$ cat src/rtl/axi_lite_master_if.sv
`default_nettype none
// ============================================================================
//  Module   : axi_lite_master_if
//  Purpose  : 128-bit AXI-Lite-style channel bundle between one master and
//             one slave. It carries the read address, read data, write
//             address, write data and write response channels.
//  Revision : 1.0  initial release
// ============================================================================
interface axi_lite_master_if;
   // read address channel
   logic [31:0]  readAddr_addr;
   logic         readAddr_valid;
   logic         readAddr_ready;
   // read data channel
   logic [127:0] readData_data;
   logic         readData_valid;
   logic         readData_ready;
   // write address channel
   logic [31:0]  writeAddr_addr;
   logic         writeAddr_valid;
   logic         writeAddr_ready;
   // write data channel
   logic [127:0] writeData_data;
   logic [15:0]  writeData_strb;
   logic         writeData_valid;
   logic         writeData_ready;
   // write response channel
   logic [31:0]  writeResp_msg;
   logic         writeResp_valid;
   logic         writeResp_ready;

   modport master (
      output readAddr_addr, readAddr_valid,
      input  readAddr_ready,
      input  readData_data, readData_valid,
      output readData_ready,
      output writeAddr_addr, writeAddr_valid,
      input  writeAddr_ready,
      output writeData_data, writeData_strb, writeData_valid,
      input  writeData_ready,
      input  writeResp_msg, writeResp_valid,
      output writeResp_ready
   );

   modport slave (
      input  readAddr_addr, readAddr_valid,
      output readAddr_ready,
      output readData_data, readData_valid,
      input  readData_ready,
      input  writeAddr_addr, writeAddr_valid,
      output writeAddr_ready,
      input  writeData_data, writeData_strb, writeData_valid,
      output writeData_ready,
      output writeResp_msg, writeResp_valid,
      input  writeResp_ready
   );
endinterface
`default_nettype wire

$ cat src/rtl/axi_lite_master.sv
`default_nettype none
// ============================================================================
//  Module   : axi_lite_master
//  Purpose  : Single-outstanding AXI-Lite-style master. It turns one client
//             request into a read or write on the 128-bit channel set. It
//             returns one response and aborts with an error if the slave
//             stalls for TIMEOUT cycles (0 disables the abort).
//  Revision : 1.0  initial release
// ============================================================================
module axi_lite_master #(
   parameter int unsigned TIMEOUT = 255
) (
   input  wire          clk,
   input  wire          rst,
   // client request
   input  wire          req_valid,
   output logic         req_ready,
   input  wire          req_write,
   input  wire  [31:0]  req_addr,
   input  wire  [127:0] req_wdata,
   input  wire  [15:0]  req_strb,
   // client response
   output logic         rsp_valid,
   input  wire          rsp_ready,
   output logic [127:0] rsp_rdata,
   output logic         rsp_err,
   // bus channels
   axi_lite_master_if.master bus
);

   localparam logic [15:0] C_TIMEOUT = 16'(TIMEOUT);

   typedef enum logic [2:0] {
      S_IDLE    = 3'd0,
      S_RD_ADDR = 3'd1,
      S_RD_DATA = 3'd2,
      S_WR_REQ  = 3'd3,
      S_WR_RESP = 3'd4,
      S_RESP    = 3'd5
   } state_t;

   state_t        state_q,   state_d;
   logic [15:0]   cnt_q,     cnt_d;
   logic          aw_done_q, aw_done_d;
   logic          w_done_q,  w_done_d;
   logic [31:0]   rd_addr_q, rd_addr_d;
   logic [31:0]   wr_addr_q, wr_addr_d;
   logic [127:0]  wdata_q,   wdata_d;
   logic [15:0]   strb_q,    strb_d;
   logic [127:0]  rdata_q,   rdata_d;
   logic          err_q,     err_d;

   logic [15:0]   w_cnt_inc;
   logic          w_timeout;
   logic          w_aw_hs;
   logic          w_w_hs;

   // Every output is a decode of registered state, so no input reaches an output combinationally.
   assign req_ready           = (state_q == S_IDLE);
   assign rsp_valid           = (state_q == S_RESP);
   assign rsp_rdata           = rdata_q;
   assign rsp_err             = err_q;
   assign bus.readAddr_addr   = rd_addr_q;
   assign bus.readAddr_valid  = (state_q == S_RD_ADDR);
   assign bus.readData_ready  = (state_q == S_RD_DATA);
   assign bus.writeAddr_addr  = wr_addr_q;
   assign bus.writeAddr_valid = (state_q == S_WR_REQ) && !aw_done_q;
   assign bus.writeData_data  = wdata_q;
   assign bus.writeData_strb  = strb_q;
   assign bus.writeData_valid = (state_q == S_WR_REQ) && !w_done_q;
   assign bus.writeResp_ready = (state_q == S_WR_RESP);

   // The wait counter saturates, so a late state change can never wrap it past the abort threshold.
   assign w_cnt_inc = (cnt_q == 16'hFFFF) ? cnt_q : cnt_q + 16'd1;
   assign w_timeout = (C_TIMEOUT != 16'd0) && (w_cnt_inc >= C_TIMEOUT);
   assign w_aw_hs   = !aw_done_q && bus.writeAddr_ready;
   assign w_w_hs    = !w_done_q  && bus.writeData_ready;

   // Next-state and holding-register update; a completing handshake is tested before the timeout.
   always_comb begin
      state_d   = state_q;
      cnt_d     = cnt_q;
      aw_done_d = aw_done_q;
      w_done_d  = w_done_q;
      rd_addr_d = rd_addr_q;
      wr_addr_d = wr_addr_q;
      wdata_d   = wdata_q;
      strb_d    = strb_q;
      rdata_d   = rdata_q;
      err_d     = err_q;

      case (state_q)
         S_IDLE: begin
            if (req_valid) begin
               cnt_d     = 16'd0;
               aw_done_d = 1'b0;
               w_done_d  = 1'b0;
               rdata_d   = '0;
               err_d     = 1'b0;
               // only the channel actually used by this transfer carries the request fields
               rd_addr_d = req_write ? 32'd0 : req_addr;
               wr_addr_d = req_write ? req_addr : 32'd0;
               wdata_d   = req_write ? req_wdata : '0;
               strb_d    = req_write ? req_strb : 16'd0;
               state_d   = req_write ? S_WR_REQ : S_RD_ADDR;
            end
         end

         S_RD_ADDR: begin
            cnt_d = w_cnt_inc;
            if (bus.readAddr_ready) begin
               state_d = S_RD_DATA;
            end else if (w_timeout) begin
               rdata_d = '0;
               err_d   = 1'b1;
               state_d = S_RESP;
            end
         end

         S_RD_DATA: begin
            cnt_d = w_cnt_inc;
            if (bus.readData_valid) begin
               rdata_d = bus.readData_data;
               err_d   = 1'b0;
               state_d = S_RESP;
            end else if (w_timeout) begin
               rdata_d = '0;
               err_d   = 1'b1;
               state_d = S_RESP;
            end
         end

         S_WR_REQ: begin
            cnt_d     = w_cnt_inc;
            aw_done_d = aw_done_q | w_aw_hs;
            w_done_d  = w_done_q  | w_w_hs;
            if (aw_done_d && w_done_d) begin
               state_d = S_WR_RESP;
            end else if (w_timeout) begin
               rdata_d = '0;
               err_d   = 1'b1;
               state_d = S_RESP;
            end
         end

         S_WR_RESP: begin
            cnt_d = w_cnt_inc;
            if (bus.writeResp_valid) begin
               rdata_d = '0;
               err_d   = (bus.writeResp_msg != 32'd0);
               state_d = S_RESP;
            end else if (w_timeout) begin
               rdata_d = '0;
               err_d   = 1'b1;
               state_d = S_RESP;
            end
         end

         S_RESP: begin
            if (rsp_ready) begin
               // drop every held bus value as the master goes idle
               cnt_d     = 16'd0;
               aw_done_d = 1'b0;
               w_done_d  = 1'b0;
               rd_addr_d = 32'd0;
               wr_addr_d = 32'd0;
               wdata_d   = '0;
               strb_d    = 16'd0;
               rdata_d   = '0;
               err_d     = 1'b0;
               state_d   = S_IDLE;
            end
         end

         default: begin
            state_d = S_IDLE;
         end
      endcase
   end

   // State and holding registers; reset abandons any in-flight transfer.
   always_ff @(posedge clk) begin
      if (rst) begin
         state_q   <= S_IDLE;
         cnt_q     <= 16'd0;
         aw_done_q <= 1'b0;
         w_done_q  <= 1'b0;
         rd_addr_q <= 32'd0;
         wr_addr_q <= 32'd0;
         wdata_q   <= '0;
         strb_q    <= 16'd0;
         rdata_q   <= '0;
         err_q     <= 1'b0;
      end else begin
         state_q   <= state_d;
         cnt_q     <= cnt_d;
         aw_done_q <= aw_done_d;
         w_done_q  <= w_done_d;
         rd_addr_q <= rd_addr_d;
         wr_addr_q <= wr_addr_d;
         wdata_q   <= wdata_d;
         strb_q    <= strb_d;
         rdata_q   <= rdata_d;
         err_q     <= err_d;
      end
   end

endmodule
`default_nettype wire
$ cat src/flat_wrapper.sv
// flat-port wrapper written by rule: the top's interface ports become plain ports
module axi_lite_master_flat 
#(
   parameter int unsigned TIMEOUT = 255
)
  (clk, rst, req_valid, req_ready, req_write, req_addr, req_wdata, req_strb, rsp_valid, rsp_ready, rsp_rdata, rsp_err, bus_readAddr_addr, bus_readAddr_valid, bus_readAddr_ready, bus_readData_data, bus_readData_valid, bus_readData_ready, bus_writeAddr_addr, bus_writeAddr_valid, bus_writeAddr_ready, bus_writeData_data, bus_writeData_strb, bus_writeData_valid, bus_writeData_ready, bus_writeResp_msg, bus_writeResp_valid, bus_writeResp_ready);
  axi_lite_master_if bus_i ();
  input  wire clk;
  input  wire rst;
  input  wire req_valid;
  output logic req_ready;
  input  wire req_write;
  input  wire  [31:0] req_addr;
  input  wire  [127:0] req_wdata;
  input  wire  [15:0] req_strb;
  output logic rsp_valid;
  input  wire rsp_ready;
  output logic [127:0] rsp_rdata;
  output logic rsp_err;
  output wire logic [$bits(bus_i.readAddr_addr)-1:0] bus_readAddr_addr;
  output wire logic [$bits(bus_i.readAddr_valid)-1:0] bus_readAddr_valid;
  input wire logic [$bits(bus_i.readAddr_ready)-1:0] bus_readAddr_ready;
  input wire logic [$bits(bus_i.readData_data)-1:0] bus_readData_data;
  input wire logic [$bits(bus_i.readData_valid)-1:0] bus_readData_valid;
  output wire logic [$bits(bus_i.readData_ready)-1:0] bus_readData_ready;
  output wire logic [$bits(bus_i.writeAddr_addr)-1:0] bus_writeAddr_addr;
  output wire logic [$bits(bus_i.writeAddr_valid)-1:0] bus_writeAddr_valid;
  input wire logic [$bits(bus_i.writeAddr_ready)-1:0] bus_writeAddr_ready;
  output wire logic [$bits(bus_i.writeData_data)-1:0] bus_writeData_data;
  output wire logic [$bits(bus_i.writeData_strb)-1:0] bus_writeData_strb;
  output wire logic [$bits(bus_i.writeData_valid)-1:0] bus_writeData_valid;
  input wire logic [$bits(bus_i.writeData_ready)-1:0] bus_writeData_ready;
  input wire logic [$bits(bus_i.writeResp_msg)-1:0] bus_writeResp_msg;
  input wire logic [$bits(bus_i.writeResp_valid)-1:0] bus_writeResp_valid;
  output wire logic [$bits(bus_i.writeResp_ready)-1:0] bus_writeResp_ready;
  assign bus_readAddr_addr = bus_i.readAddr_addr;
  assign bus_readAddr_valid = bus_i.readAddr_valid;
  assign bus_i.readAddr_ready = bus_readAddr_ready;
  assign bus_i.readData_data = bus_readData_data;
  assign bus_i.readData_valid = bus_readData_valid;
  assign bus_readData_ready = bus_i.readData_ready;
  assign bus_writeAddr_addr = bus_i.writeAddr_addr;
  assign bus_writeAddr_valid = bus_i.writeAddr_valid;
  assign bus_i.writeAddr_ready = bus_writeAddr_ready;
  assign bus_writeData_data = bus_i.writeData_data;
  assign bus_writeData_strb = bus_i.writeData_strb;
  assign bus_writeData_valid = bus_i.writeData_valid;
  assign bus_i.writeData_ready = bus_writeData_ready;
  assign bus_i.writeResp_msg = bus_writeResp_msg;
  assign bus_i.writeResp_valid = bus_writeResp_valid;
  assign bus_writeResp_ready = bus_i.writeResp_ready;
  axi_lite_master #(.TIMEOUT(TIMEOUT)) u_core (.clk(clk), .rst(rst), .req_valid(req_valid), .req_ready(req_ready), .req_write(req_write), .req_addr(req_addr), .req_wdata(req_wdata), .req_strb(req_strb), .rsp_valid(rsp_valid), .rsp_ready(rsp_ready), .rsp_rdata(rsp_rdata), .rsp_err(rsp_err), .bus(bus_i));
endmodule
$ cat config.mk
export PLATFORM = sky130hd
export DESIGN_NAME = axi_lite_master_flat
export DESIGN_NICKNAME = d
export VERILOG_FILES = /design/src/rtl/axi_lite_master_if.sv /design/src/rtl/axi_lite_master.sv /design/src/flat_wrapper.sv
export SDC_FILE = /design/constraint.sdc
export NUM_CORES = 1
export LEC_CHECK = 0
export BUFFER_PORTS_ARGS = -buffer_cell sky130_fd_sc_hd__buf_2
export CAP_MARGIN = 10
export CORE_AREA = 2 2 267 269
export CTS_BUF_LIST = sky130_fd_sc_hd__clkbuf_8
export DETAILED_ROUTE_END_ITERATION = 8
export DIE_AREA = 0 0 269 271
export HOLD_SLACK_MARGIN = 0.15
export PLACE_DENSITY = 0.45
export SKIP_LAST_GASP = 1
export SYNTH_ARGS = -nofsm -noshare
export SYNTH_HDL_FRONTEND = slang
export SYNTH_SLANG_ARGS = --single-unit
$ cat constraint.sdc
create_clock -name clk -period 3.2 [get_ports clk]
set_input_delay 0.16 -clock clk [delete_from_list [all_inputs] [get_ports clk]]
set_output_delay 0.16 -clock clk [all_outputs]
set_load 0.005 [all_outputs]
**Word level (Yosys, flattened, before mapping)**

Cells that the tools add are included.

- Register bits after elaboration: 358
- Input port bits: 346
- Output and inout port bits: 344
- Word-level logic and storage cells: 87

- Add/sub/neg operators: 1
- Magnitude comparators: 1
- Eq/ne operators: 10
- Multiplexer cells: 44
- Bitwise gates (word level): 2
- Reduce and logical (&&, ||, !) cells: 19

Operator list:

| operator | number |
|---|---|
| $mux W128 | 9 |
| $pmux W128 S6 | 1 |
| $pmux W128 S2 | 1 |
| $mux W32 | 5 |
| $pmux W32 S2 | 2 |
| $mux W16 | 5 |
| $pmux W16 S3 | 1 |
| $pmux W16 S2 | 1 |
| $reduce_bool A32 Y1 | 1 |
| $mux W3 | 7 |
| $pmux W3 S6 | 1 |
| $add A16 B1 Y16 const B | 1 |
| $eq A16 B16 Y1 const B | 1 |
| $ge A16 B8 Y1 const B | 1 |
| $reduce_and A3 Y1 | 3 |
| $mux W1 | 7 |
| $eq A3 B2 Y1 const B | 2 |
| $eq A3 B3 Y1 const B | 2 |
| $ne A2 B2 Y1 const B | 3 |
| $pmux W1 S3 | 2 |
| $pmux W1 S6 | 1 |
| $reduce_bool A3 Y1 | 2 |
| $reduce_bool A6 Y1 | 1 |
| $logic_and A1 B1 Y1 | 5 |
| 10 further kinds | 12 |

**Depth between registers and ports, before layout**

Gate-level depths: netlist (run 1).

- Depth in word-level cells: 6
- Mapped depth: 10
- Mapped depth without buffers: 8

**Worst setup path before layout (run 1)**

No wires, ideal clock.

- Path kind: reg-to-reg
- Start point: register u_core.cnt_q[0]
- End point: register u_core.rdata_q[20] (netlist: u_core.rsp_rdata[20])
- Library setup time: 0.067 ns
- Arrival: 2.485 ns
- Data required time: 3.133 ns
- Path slack: 0.648 ns
- Stages on the path, launching flop included: 11
- Path buffers: 2
- Clock period less this slack: 2.552 ns
- Cell sequence: dfxtp_1 ha_1 nand3_1 nor2_2 and3_1 mux2_2 nor4_4 a31oi_1 buf_4 buf_6 o21ai_2

- Longest elaborated chain between the ends: 6
- Elaborated cells between the ends (all ways): 10
- Classes of those cells: 1 x add/sub; 1 x order compare; 1 x eq/ne; 7 x mux

RTL lines:

| element | line | RTL |
|---|---|---|
| from (decl) | axi_lite_master.sv:43 | `logic [15:0] cnt_q, cnt_d;` |
| from (signal assigned) | axi_lite_master.sv:196 | `cnt_q <= cnt_d;` |
| $add A16 B1 Y16 or $eq A16 B16 Y1 (tied branches) | axi_lite_master.sv:74 | `assign w_cnt_inc = (cnt_q == 16'hFFFF) ? cnt_q : cnt_q + 16'd1;` |
| $mux W16 * | axi_lite_master.sv:74 |  |
| $ge A16 B8 Y1 * | axi_lite_master.sv:75 | `assign w_timeout = (C_TIMEOUT != 16'd0) && (w_cnt_inc >= C_TIMEOUT);` |
| $mux W128 * | -- |  |
| $mux W128 (on tied branches) | -- |  |
| $pmux W128 S6 * | -- |  |
| to (signal assigned) | axi_lite_master.sv:203 | `rdata_q <= rdata_d;` |
| to (decl) | axi_lite_master.sv:50 | `logic [127:0] rdata_q, rdata_d;` |

Mark *: on every way between the ends. The rest lies on a longest branch, timed or not. The select of a mux whose other input is x is not followed.
A chain may end at the register's enable or synchronous reset.

**Final worst setup path (run 1)**

- Start point: register u_core.cnt_q[0]
- End point: register u_core.err_q (netlist: u_core.rsp_err)

- Longest elaborated chain between the ends: 6
- Elaborated cells between the ends (all ways): 10
- Classes of those cells: 1 x add/sub; 1 x order compare; 1 x eq/ne; 7 x mux

RTL lines:

| element | line | RTL |
|---|---|---|
| $add A16 B1 Y16 or $eq A16 B16 Y1 (tied branches) | axi_lite_master.sv:74 |  |
| $mux W16 * | axi_lite_master.sv:74 |  |
| $ge A16 B8 Y1 * | axi_lite_master.sv:75 |  |
| $mux W1 * | -- |  |
| $mux W1 (on tied branches) | -- |  |
| $pmux W1 S6 * | -- |  |
| to (signal assigned) | axi_lite_master.sv:204 | `err_q <= err_d;` |
| to (decl) | axi_lite_master.sv:51 | `logic err_q, err_d;` |

Marked as above.

==> summary.md, run 1 <==
| Metric | Value |
|---|---|
| Worst VDD drop | `a little over 300 uV` |
| Max Transition Viols Final | `0` |
| Core footprint | `69800 um2` |
| First-pass GRT wire length | `roughly 90000 um` |
| Htree depth | `3` |
| Synth area leaders | `dfxtp_1, nand2_1, a21oi_1` |
| Vias post-DR | `roughly 16000` |
| FF-to-FF path depth | `9` |
| Die area | `approximately 73000 um2` |
| Post-Layout Cell Count | `between 3000 and 4000` |
| R2r setup slk | `0.19 ns` |
| Clock-pin slew on the worst setup and hold paths | `about 0.05 ns` |
| Leak pwr | `between 9 and 10 nW` |
| Synth Flop Type | `dfxtp_1` |
| Worst hold path type | `in -> reg` |
| Antenna violations before repair | `6` |
| Share of layout cells above drive strength 1 | `a little under a third` |
| Synth Register Bits | `358` |
| Post-CTS Setup Bufs | `0` |
| Cell accounting for the most synthesized area | `dfxtp_1` |
| Final setup TNS | `0 ns` |
| Clk Latency, worst-skew pair | `between 0.6 and 0.7 ns` |
| Rows | `between 90 and 100` |
| Hold Path End | `u_core.cnt_q[13]$_SDFFE_PP0P_` |
| Hold path cells | `4` |
| Run status | `finished clean` |
| Most common cell in the synthesized netlist | `dfxtp_1` |
| Post-DRT Antenna Nets | `0` |
| Synth top cells by count | `dfxtp_1, nand2_1, a21oi_1, nand3_1, nand2b_1` |
| Clock skew | `about 0.031 ns` |
| RD Place Congestion | `0.839` |
| I/O Buffers | `between 600 and 700` |
| DR DRC count | `0` |
| Vias in the first global route | `16194` |
| Initial DRC count | `approximately 820` |
| Final WL | `between 60000 and 70000 um` |
| Area delta synth->final | `65.9%` |
| Crit Reg-Reg Endpoint | `u_core.rsp_err$_SDFFE_PP0P_` |
| Sequential fraction of the synthesis area | `between 50% and 60%` |
| Clock root cell | `clkbuf_8` |
| Asr flop ratio synth | `0%` |
| Via/cell ratio | `between 4 and 5` |
| Worst setup path class | `reg -> reg` |
| Crit path max fanout | `7` |
| RSZ-0062 raised after global routing | `false` |
| Gr usage total | `15.9%` |
| Die height | `~270 um` |
| Max-cap violations | `0` |
| Layout net count | `roughly 3000` |
| Detailed Place HPWL | `about 43000 um` |
| CP startpoint kind | `flip-flop` |
| Top Ports | `just under 700` |
| Post-Syn Area per Cell | `slightly above 8 um2` |
| Worst-margin pin slew | `~1.0 ns` |
| GRT overflow | `0` |
| Pin count of the biggest net entering global routing | `between 150 and 200` |
| Final min period | `around 3 ns` |
| WP data arrival | `between 3 and 4 ns` |
| Yosys cell types | `48` |
| Cells after Synth | `around 1700` |
| Die X | `269 um` |
| Clock sink total | `358` |
| YS warnings | `0` |
| Slew headroom | `about a third` |
| Count of final setup violators | `0` |
| Post-synthesis instance area | `13900 um2` |
| Critical Path Source | `u_core.cnt_q[0]$_SDFFE_PP0P_` |
| Power per cell area | `536 nW/um2` |
| Clock Path Buffers | `3` |
| CP Capture Type | `flip-flop` |
| Fin crit share | `94.2%` |
| Top cell type's share of synthesized area | `between 50% and 60%` |
| Critical Path RT | `around 3.7 ns` |
| Clock buffer count from CTS | `slightly above 70` |
| Wire per inst | `approximately 17 um` |
| CTS tree | `yes` |
| DR pass1 iterations | `5` |
| EDFF count, synth | `0` |
| Hold path start | `req_valid` |
| Post-synthesis net count | `2062` |
| Highest clock rate | `roughly 330 MHz` |
| Layout filler cell count | `between 7000 and 8000` |
| Placed insts | `around 3200` |
| Worst r2r src | `u_core.cnt_q[0]$_SDFFE_PP0P_` |
| Starting Density | `about a fifth` |
| Fin. Hold Viols | `0` |
## critical path: stages (launching register included)
cell and delay (ns):
dfxtp_1 0.43, ha_2 0.28, nand3_2 0.17, nor2_2 0.19
and3_1 0.19, mux2_2 0.37, nor4_4 0.34, and2_1 0.26
a211oi_1 0.08, dlygate4sd3_1 0.60
## registers in the layout, indices dropped and copies added, names as in the netlist
name	count
u_core.bus.writeData_strb	16
u_core.cnt_q	16
u_core.aw_done_q	1
u_core.rsp_err	1
u_core.bus.writeData_data	128
u_core.w_done_q	1
u_core.bus.writeAddr_addr	32
u_core.state_q	3
u_core.rsp_rdata	128
u_core.bus.readAddr_addr	32
## layer usage
layer,track usage (%),vias up,part of all wire [%]
met5,0,-,0.062
met4,5.67,6,3.0
met3,6.13,117,10
met2,27.1,674,47
met1,17.9,7388,39
li1,-,7766,-
## timing repair
| action | CTS | global route |
|---|---|---|
| gates resized for setup | 0 | 2 |
| hold buffers | 323 | 0 |
| endpoints found under the hold margin | 355 | 0 |
| endpoints found under the setup margin | 0 | 3 |
## worst max-delay path by stage
stage,end,cells past startpoint,slack [ns]
after CTS,u_core.rsp_err$_SDFFE_PP0P_,9,0.07
after floorplan,u_core.rsp_rdata[20]$_SDFFE_PP0P_,10,0.65
after global routing,u_core.rsp_err$_SDFFE_PP0P_,9,0.04
after global placement,u_core.rsp_rdata[54]$_SDFFE_PP0P_,9,0.39
after detailed placement,u_core.rsp_rdata[44]$_SDFFE_PP0P_,9,0.32
final,u_core.rsp_err$_SDFFE_PP0P_,9,0.19
## power breakdown
group	internal [mW]	switching, mW
Sequential	4.74	0.164
Clock	2.67	2.11
Combinational	1.10	1.55
Total	8.52	3.82
## placed cells by master (no fill, tap or decap), types with 6 or more instances in the layout
cell / instances
nand3_1: 219
nor2_1: 23
o21ai_1: 101
dlygate4sd3_1: 323
o21ai_0: 25
inv_1: 30
buf_2: 688
nor2b_1: 6
o21ai_2: 19
clkbuf_8: 85
nand4_1: 6
nand2b_1: 133
buf_4: 27
nand2_1: 351
buf_12: 11
nor3_1: 12
a21oi_1: 231
nor4_1: 7
dfxtp_1: 358
## layout make-up
| class | instances | area, um2 | share of cell area (%) |
|---|---|---|---|
| inverters | 7 | 26.3 | 0.114 |
| repair buffers | 1050 | 7110 | 30.9 |
| clock inverters | 38 | 287 | 1.24 |
| flip-flops and latches | 358 | 7170 | 31.1 |
| well taps | 940 | 1180 | 5.11 |
| clock buffers | 85 | 1170 | 5.08 |
| diodes | 3 | 7.51 | 0.0326 |
| multi-input cells | 1201 | 6070 | 26.4 |
## per-stage QoR
stage                     util, %  hold WS [ns]  power, mW  setup slack (ns)  area [um2]
after CTS                    33.0         0.188       12.6            0.0715       23000
after global routing         33.0         0.220       13.1            0.0418       23000
after detailed placement     26.2         0.362       7.32             0.321       18300
final                        33.0         0.251       12.3             0.185       23000
after global placement       26.2         0.359       7.30             0.386       18300
after floorplan                 -         0.269       6.29             0.648       13900
## cell families after synthesis
family	count (synthesis)	share of synthesized area [%]
AND/OR/NAND/NOR	784	26.9
AO/OA/AOI/OAI	409	15.8
flip-flops	358	51.6
buffers and inverters	156	5.00
XOR/XNOR	4	0.253
multiplexers	3	0.243
adder cells (fa/ha/maj)	1	0.0901
(Power assumes the default switching activity.)
==> run 2, diff against run 1 <==
--- a/config.mk
+++ b/config.mk
@@ -5,14 +5,14 @@
 export SDC_FILE = /design/constraint.sdc
 export NUM_CORES = 1
 export LEC_CHECK = 0
-export BUFFER_PORTS_ARGS = -buffer_cell sky130_fd_sc_hd__buf_2
 export CAP_MARGIN = 10
 export CORE_AREA = 2 2 267 269
 export CTS_BUF_LIST = sky130_fd_sc_hd__clkbuf_8
 export DETAILED_ROUTE_END_ITERATION = 8
 export DIE_AREA = 0 0 269 271
+export DONT_BUFFER_PORTS = 1
 export HOLD_SLACK_MARGIN = 0.15
-export PLACE_DENSITY = 0.45
+export PLACE_DENSITY = 0.37
 export SKIP_LAST_GASP = 1
 export SYNTH_ARGS = -nofsm -noshare
 export SYNTH_HDL_FRONTEND = slang
==> constraint.sdc (replaced) <==
create_clock -name clk -period 3.8 [get_ports clk]
set_input_delay 0.19 -clock clk [delete_from_list [all_inputs] [get_ports clk]]
set_output_delay 0.19 -clock clk [all_outputs]
set_load 0.005 [all_outputs]
==> run 2 against run 1 <==
Net effect: the run now fails in clock tree synthesis; synthesized area is the same; synthesized cell count stayed put.
==> summary.md, run 2 <==
| Metric | Value |
|---|---|
| Top cell type's share of synthesized area | `51.6% (unchanged)` |
| Clock root cell | `clkbuf_8` |
| Post-synthesis instance area | `13900 um2 (unchanged)` |
| Clock sink total | `358 (unchanged)` |
| Rows | `97 (unchanged)` |
| Cell accounting for the most synthesized area | `dfxtp_1` |
| Die X | `269 um (unchanged)` |
| Pre-CTS setup slack | `0.590 ns (+0.269 ns)` |
| Synth top cells by count | `dfxtp_1, nand2_1, a21oi_1, nand3_1, nand2b_1` |
| Top Ports | `690 (unchanged)` |
| Detailed Place HPWL | `39200 um (-8.1%)` |
| Halt Stage | `clock tree synthesis` |
| Die height | `271 um (unchanged)` |
| Synth Flop Type | `dfxtp_1` |
| Post-CTS Setup Bufs | `0 (unchanged)` |
| Starting Density | `19.9% (unchanged)` |
| Tool error | `[ERROR RSZ-0060] Max buffer count reached.` |
| Htree depth | `3 (unchanged)` |
| EDFF count, synth | `0 (unchanged)` |
| Synth area leaders | `dfxtp_1, nand2_1, a21oi_1` |
| # resized after CTS | `0 (unchanged)` |
| Clock buffer count from CTS | `69 (-2.8%)` |
| Most common cell in the synthesized netlist | `dfxtp_1` |
| Synth Register Bits | `358 (unchanged)` |
| Sequential fraction of the synthesis area | `51.6% (unchanged)` |
| Asr flop ratio synth | `0% (unchanged)` |
| # hold bufs at CTS | `531 (+64%)` |
| I/O Buffers | `0 (-100%)` |
| RD Place Congestion | `0.868 (+3.4%)` |
| Post-Syn Area per Cell | `8.09 um2 (unchanged)` |
| YS warnings | `0 (unchanged)` |
| Post-synthesis net count | `2062 (unchanged)` |
| Clock Path Buffers | `3 (unchanged)` |
| Cells after Synth | `1715 (unchanged)` |
| Yosys cell types | `48 (unchanged)` |
| Run status | `aborted with a tool error` |
## run 2: cell counts after synthesis
Identical to the previous run, type by type.
## run 2: cells by family after synthesis
kind of cell | synth area share (%)
buffers and inverters | 5.00
xor gates and xnor gates | 0.253
muxes | 0.243
AOI/OAI and AO/OA | 15.8
adders and majority gates | 0.0901
and+or+nand+nor | 26.9
DFF | 51.6
## run 2: metrics by stage
stage                     instances  area [um2]  utilization, %
after floorplan                1715       13900               -
after detailed placement       2536       14800            21.2
after global placement         2536       14800            21.2
==> run 3, diff against run 2 <==
--- a/config.mk
+++ b/config.mk
@@ -6,13 +6,11 @@
 export NUM_CORES = 1
 export LEC_CHECK = 0
 export CAP_MARGIN = 10
-export CORE_AREA = 2 2 267 269
-export CTS_BUF_LIST = sky130_fd_sc_hd__clkbuf_8
+export CORE_AREA = 2 2 268 270
 export DETAILED_ROUTE_END_ITERATION = 8
-export DIE_AREA = 0 0 269 271
+export DIE_AREA = 0 0 270 272
 export DONT_BUFFER_PORTS = 1
-export HOLD_SLACK_MARGIN = 0.15
-export PLACE_DENSITY = 0.37
+export PLACE_DENSITY_LB_ADDON = 0.15
 export SKIP_LAST_GASP = 1
 export SYNTH_ARGS = -nofsm -noshare
 export SYNTH_HDL_FRONTEND = slang
==> run 3 against run 2 <==
Net effect: the flow now finishes without violations.
==> summary.md, run 3 (same netlist as run 1, synthesis figures left out) <==
| Metric | Value |
|---|---|
| Worst setup path class | `reg -> reg` |
| Met1 Resource Use GR | `a little under a fifth` |
| Placed insts | `2547 (+0.43%)` |
| Worst path slowest cell | `dlygate4sd3_1` |
| Layout net count | `around 2400` |
| Rows | `98 (+1.0%)` |
| Clk Latency, worst-skew pair | `slightly below 0.6 ns` |
| Antenna violations before repair | `5` |
| Gr usage total | `roughly 16%` |
| Fin. Hold Viols | `0` |
| Final WL | `about 63000 um` |
| Final setup TNS | `0 ns` |
| DR pass1 iterations | `5` |
| Die X | `270 um (+0.37%)` |
| Power per cell area | `between 400 and 500 nW/um2` |
| Psw | `about 3.2 mW` |
| Count of final setup violators | `0` |
| Clock Path Buffers | `3 (unchanged)` |
| Sw frac | `30.6%` |
| Post-Layout Cell Count | `roughly 3100` |
| RSZ-0062 raised after global routing | `false` |
| CTS tree | `yes` |
| Clock skew | `around 0.018 ns` |
| Worst-margin pin slew | `1.13 ns` |
| Clock root cell | `clkbuf_16` |
| Comb pwr share | `17.4%` |
| Slew headroom | `between 20% and 30%` |
| Most used routing layer | `met2` |
| CP peak stage delay | `~0.57 ns` |
| Die area | `73400 um2` |
| I/O Buffers | `0 (unchanged)` |
| Initial DRC count | `roughly 890` |
| Clk pwr share | `41.4%` |
| FF/Latch Area | `7170 um2` |
| Via/cell ratio | `roughly 4.5` |
| Fin crit share | `92.1%` |
| Clock buffer count from CTS | `44 (-36%)` |
| Most common cell after layout, fill and taps aside | `dlygate4sd3_1` |
| Post-CTS Setup Bufs | `0 (unchanged)` |
| Area delta synth->final | `49.4%` |
| Top Ports | `690 (unchanged)` |
| Core footprint | `a little over 70000 um2` |
| Max Transition Viols Final | `0` |
| Critical Path RT | `4.31 ns` |
| Worst hold path type | `in -> reg` |
| Wire per inst | `between 20 and 25 um` |
| Max-cap violations | `0` |
| Starting Density | `19.6% (-0.27 points)` |
| CP startpoint kind | `flip-flop` |
| Leak pwr | `between 7 and 8 nW` |
| Pin count of the biggest net entering global routing | `224` |
| Htree depth | `2 (-1)` |
| Met3 Track Usage GR | `around 6.1%` |
| WP data arrival | `around 4 ns` |
| Detailed Place HPWL | `41400 um (+5.6%)` |
| Pre-CTS setup slack | `0.669 ns (+0.0790 ns)` |
| Share of layout cells above drive strength 1 | `under 10%` |
| Multi-input gate area | `6080 um2` |
| Crit path max fanout | `80` |
| Die height | `272 um (+0.37%)` |
| CP Capture Type | `flip-flop` |
| RD Place Congestion | `0.886 (+2.1%)` |
| Reg power frac | `approximately 40%` |
| Run status | `finished clean` |
| Layout filler cell count | `roughly 7500` |
| DR DRC count | `0` |
| Clock sink total | `358 (unchanged)` |
| Most frequent cells in the layout | `dlygate4sd3_1, dfxtp_1, nand2_1, a21oi_1, nand3_1` |
| PnR worst setup slack | `roughly 0.30 ns` |
| Worst VDD drop | `approximately 280 uV` |
| Final min period | `between 3 and 4 ns` |
| Highest clock rate | `about 290 MHz` |
| Vias in the first global route | `between 10000 and 15000` |
| Internal power | `between 7 and 8 mW` |
| First-pass GRT wire length | `92000 um` |
| GRT overflow | `0` |
| Crit path cell chain | `ha_1 -> nand3_2 -> nor2_4 -> and3_1 -> mux2_2 -> nor4_4 -> a31oi_4 -> clkbuf_16 -> o21ai_1 -> dlygate4sd3_1` |
| Hold Slack | `between 0.15 and 0.2 ns` |
| Vias post-DR | `roughly 14000` |
| Clock-pin slew on the worst setup and hold paths | `approximately 0.060 ns` |
| Met2 track demand over resource | `between 20% and 30%` |
| Post-DRT Antenna Nets | `0` |
[run 3: cell type report]
class | count | share of cell area (%)
well taps | 950 | 5.73
multi-input cells | 1201 | 29.3
clock inverters | 16 | 0.839
diodes | 3 | 0.0362
clock buffers | 62 | 6.17
repair buffers | 475 | 23.2
flip-flops and latches | 358 | 34.6
inverters | 7 | 0.127
[run 3: final timing paths]
check	start	slack, ns	to	cells past startpoint
hold / removal	rst	0.17	u_core.rsp_rdata[54]$_SDFFE_PP0P_	4
setup / recovery	u_core.cnt_q[0]$_SDFFE_PP0P_	0.30	u_core.rsp_rdata[111]$_SDFFE_PP0P_	10
setup reg to reg	u_core.cnt_q[0]$_SDFFE_PP0P_	0.30	u_core.rsp_rdata[111]$_SDFFE_PP0P_	10
hold reg to reg	u_core.bus.writeData_data[49]$_SDFFE_PP0P_	0.48	u_core.bus.writeData_data[49]$_SDFFE_PP0P_	2
[run 3: power groups by stage]
stage               sequential (mW)  clock, mW  combinational [mW]
floorplan                      4.21          0                1.09
global placement               4.36          0                1.35
detailed placement             4.35          0                1.36
CTS                            4.27       4.43                1.80
global route                   4.29       4.59                1.97
finish                         4.27       4.29                1.80
[run 3: timing repair]
item                                    4_1_cts  5_1_grt
endpoints found under the setup margin        0       85
resized for setup                             0        4
endpoints found under the hold margin       358        0
hold buffers                                444        0
[run 3: metrics by stage]
step,util [%],power (mW),area (um2)
floorplan,-,5.29,13900
global placement,20.9,5.70,14800
detailed placement,20.9,5.71,14800
CTS,29.3,10.5,20700
global route,29.3,10.8,20700
finish,29.3,10.4,20700
[run 3: worst max-delay path, delay by kind of cell, from the launching register on]
| kind | cells | cell delay, ns |
|---|---|---|
| adder cells (fa/ha/maj) | 1 | 0.33 |
| multiplexers | 1 | 0.37 |
| flip-flops | 1 | 0.44 |
| AND/OR/NAND/NOR | 4 | 1.00 |
| AO/OA/AOI/OAI | 2 | 0.36 |
| buffers and inverters | 2 | 0.84 |
[run 3: metal layers]
layer  wire length, um  up-vias
li1                  -     6548
met1             24600     6628
met2             30100      609
met3              6160      115
met4              2070        2
met5                12        -
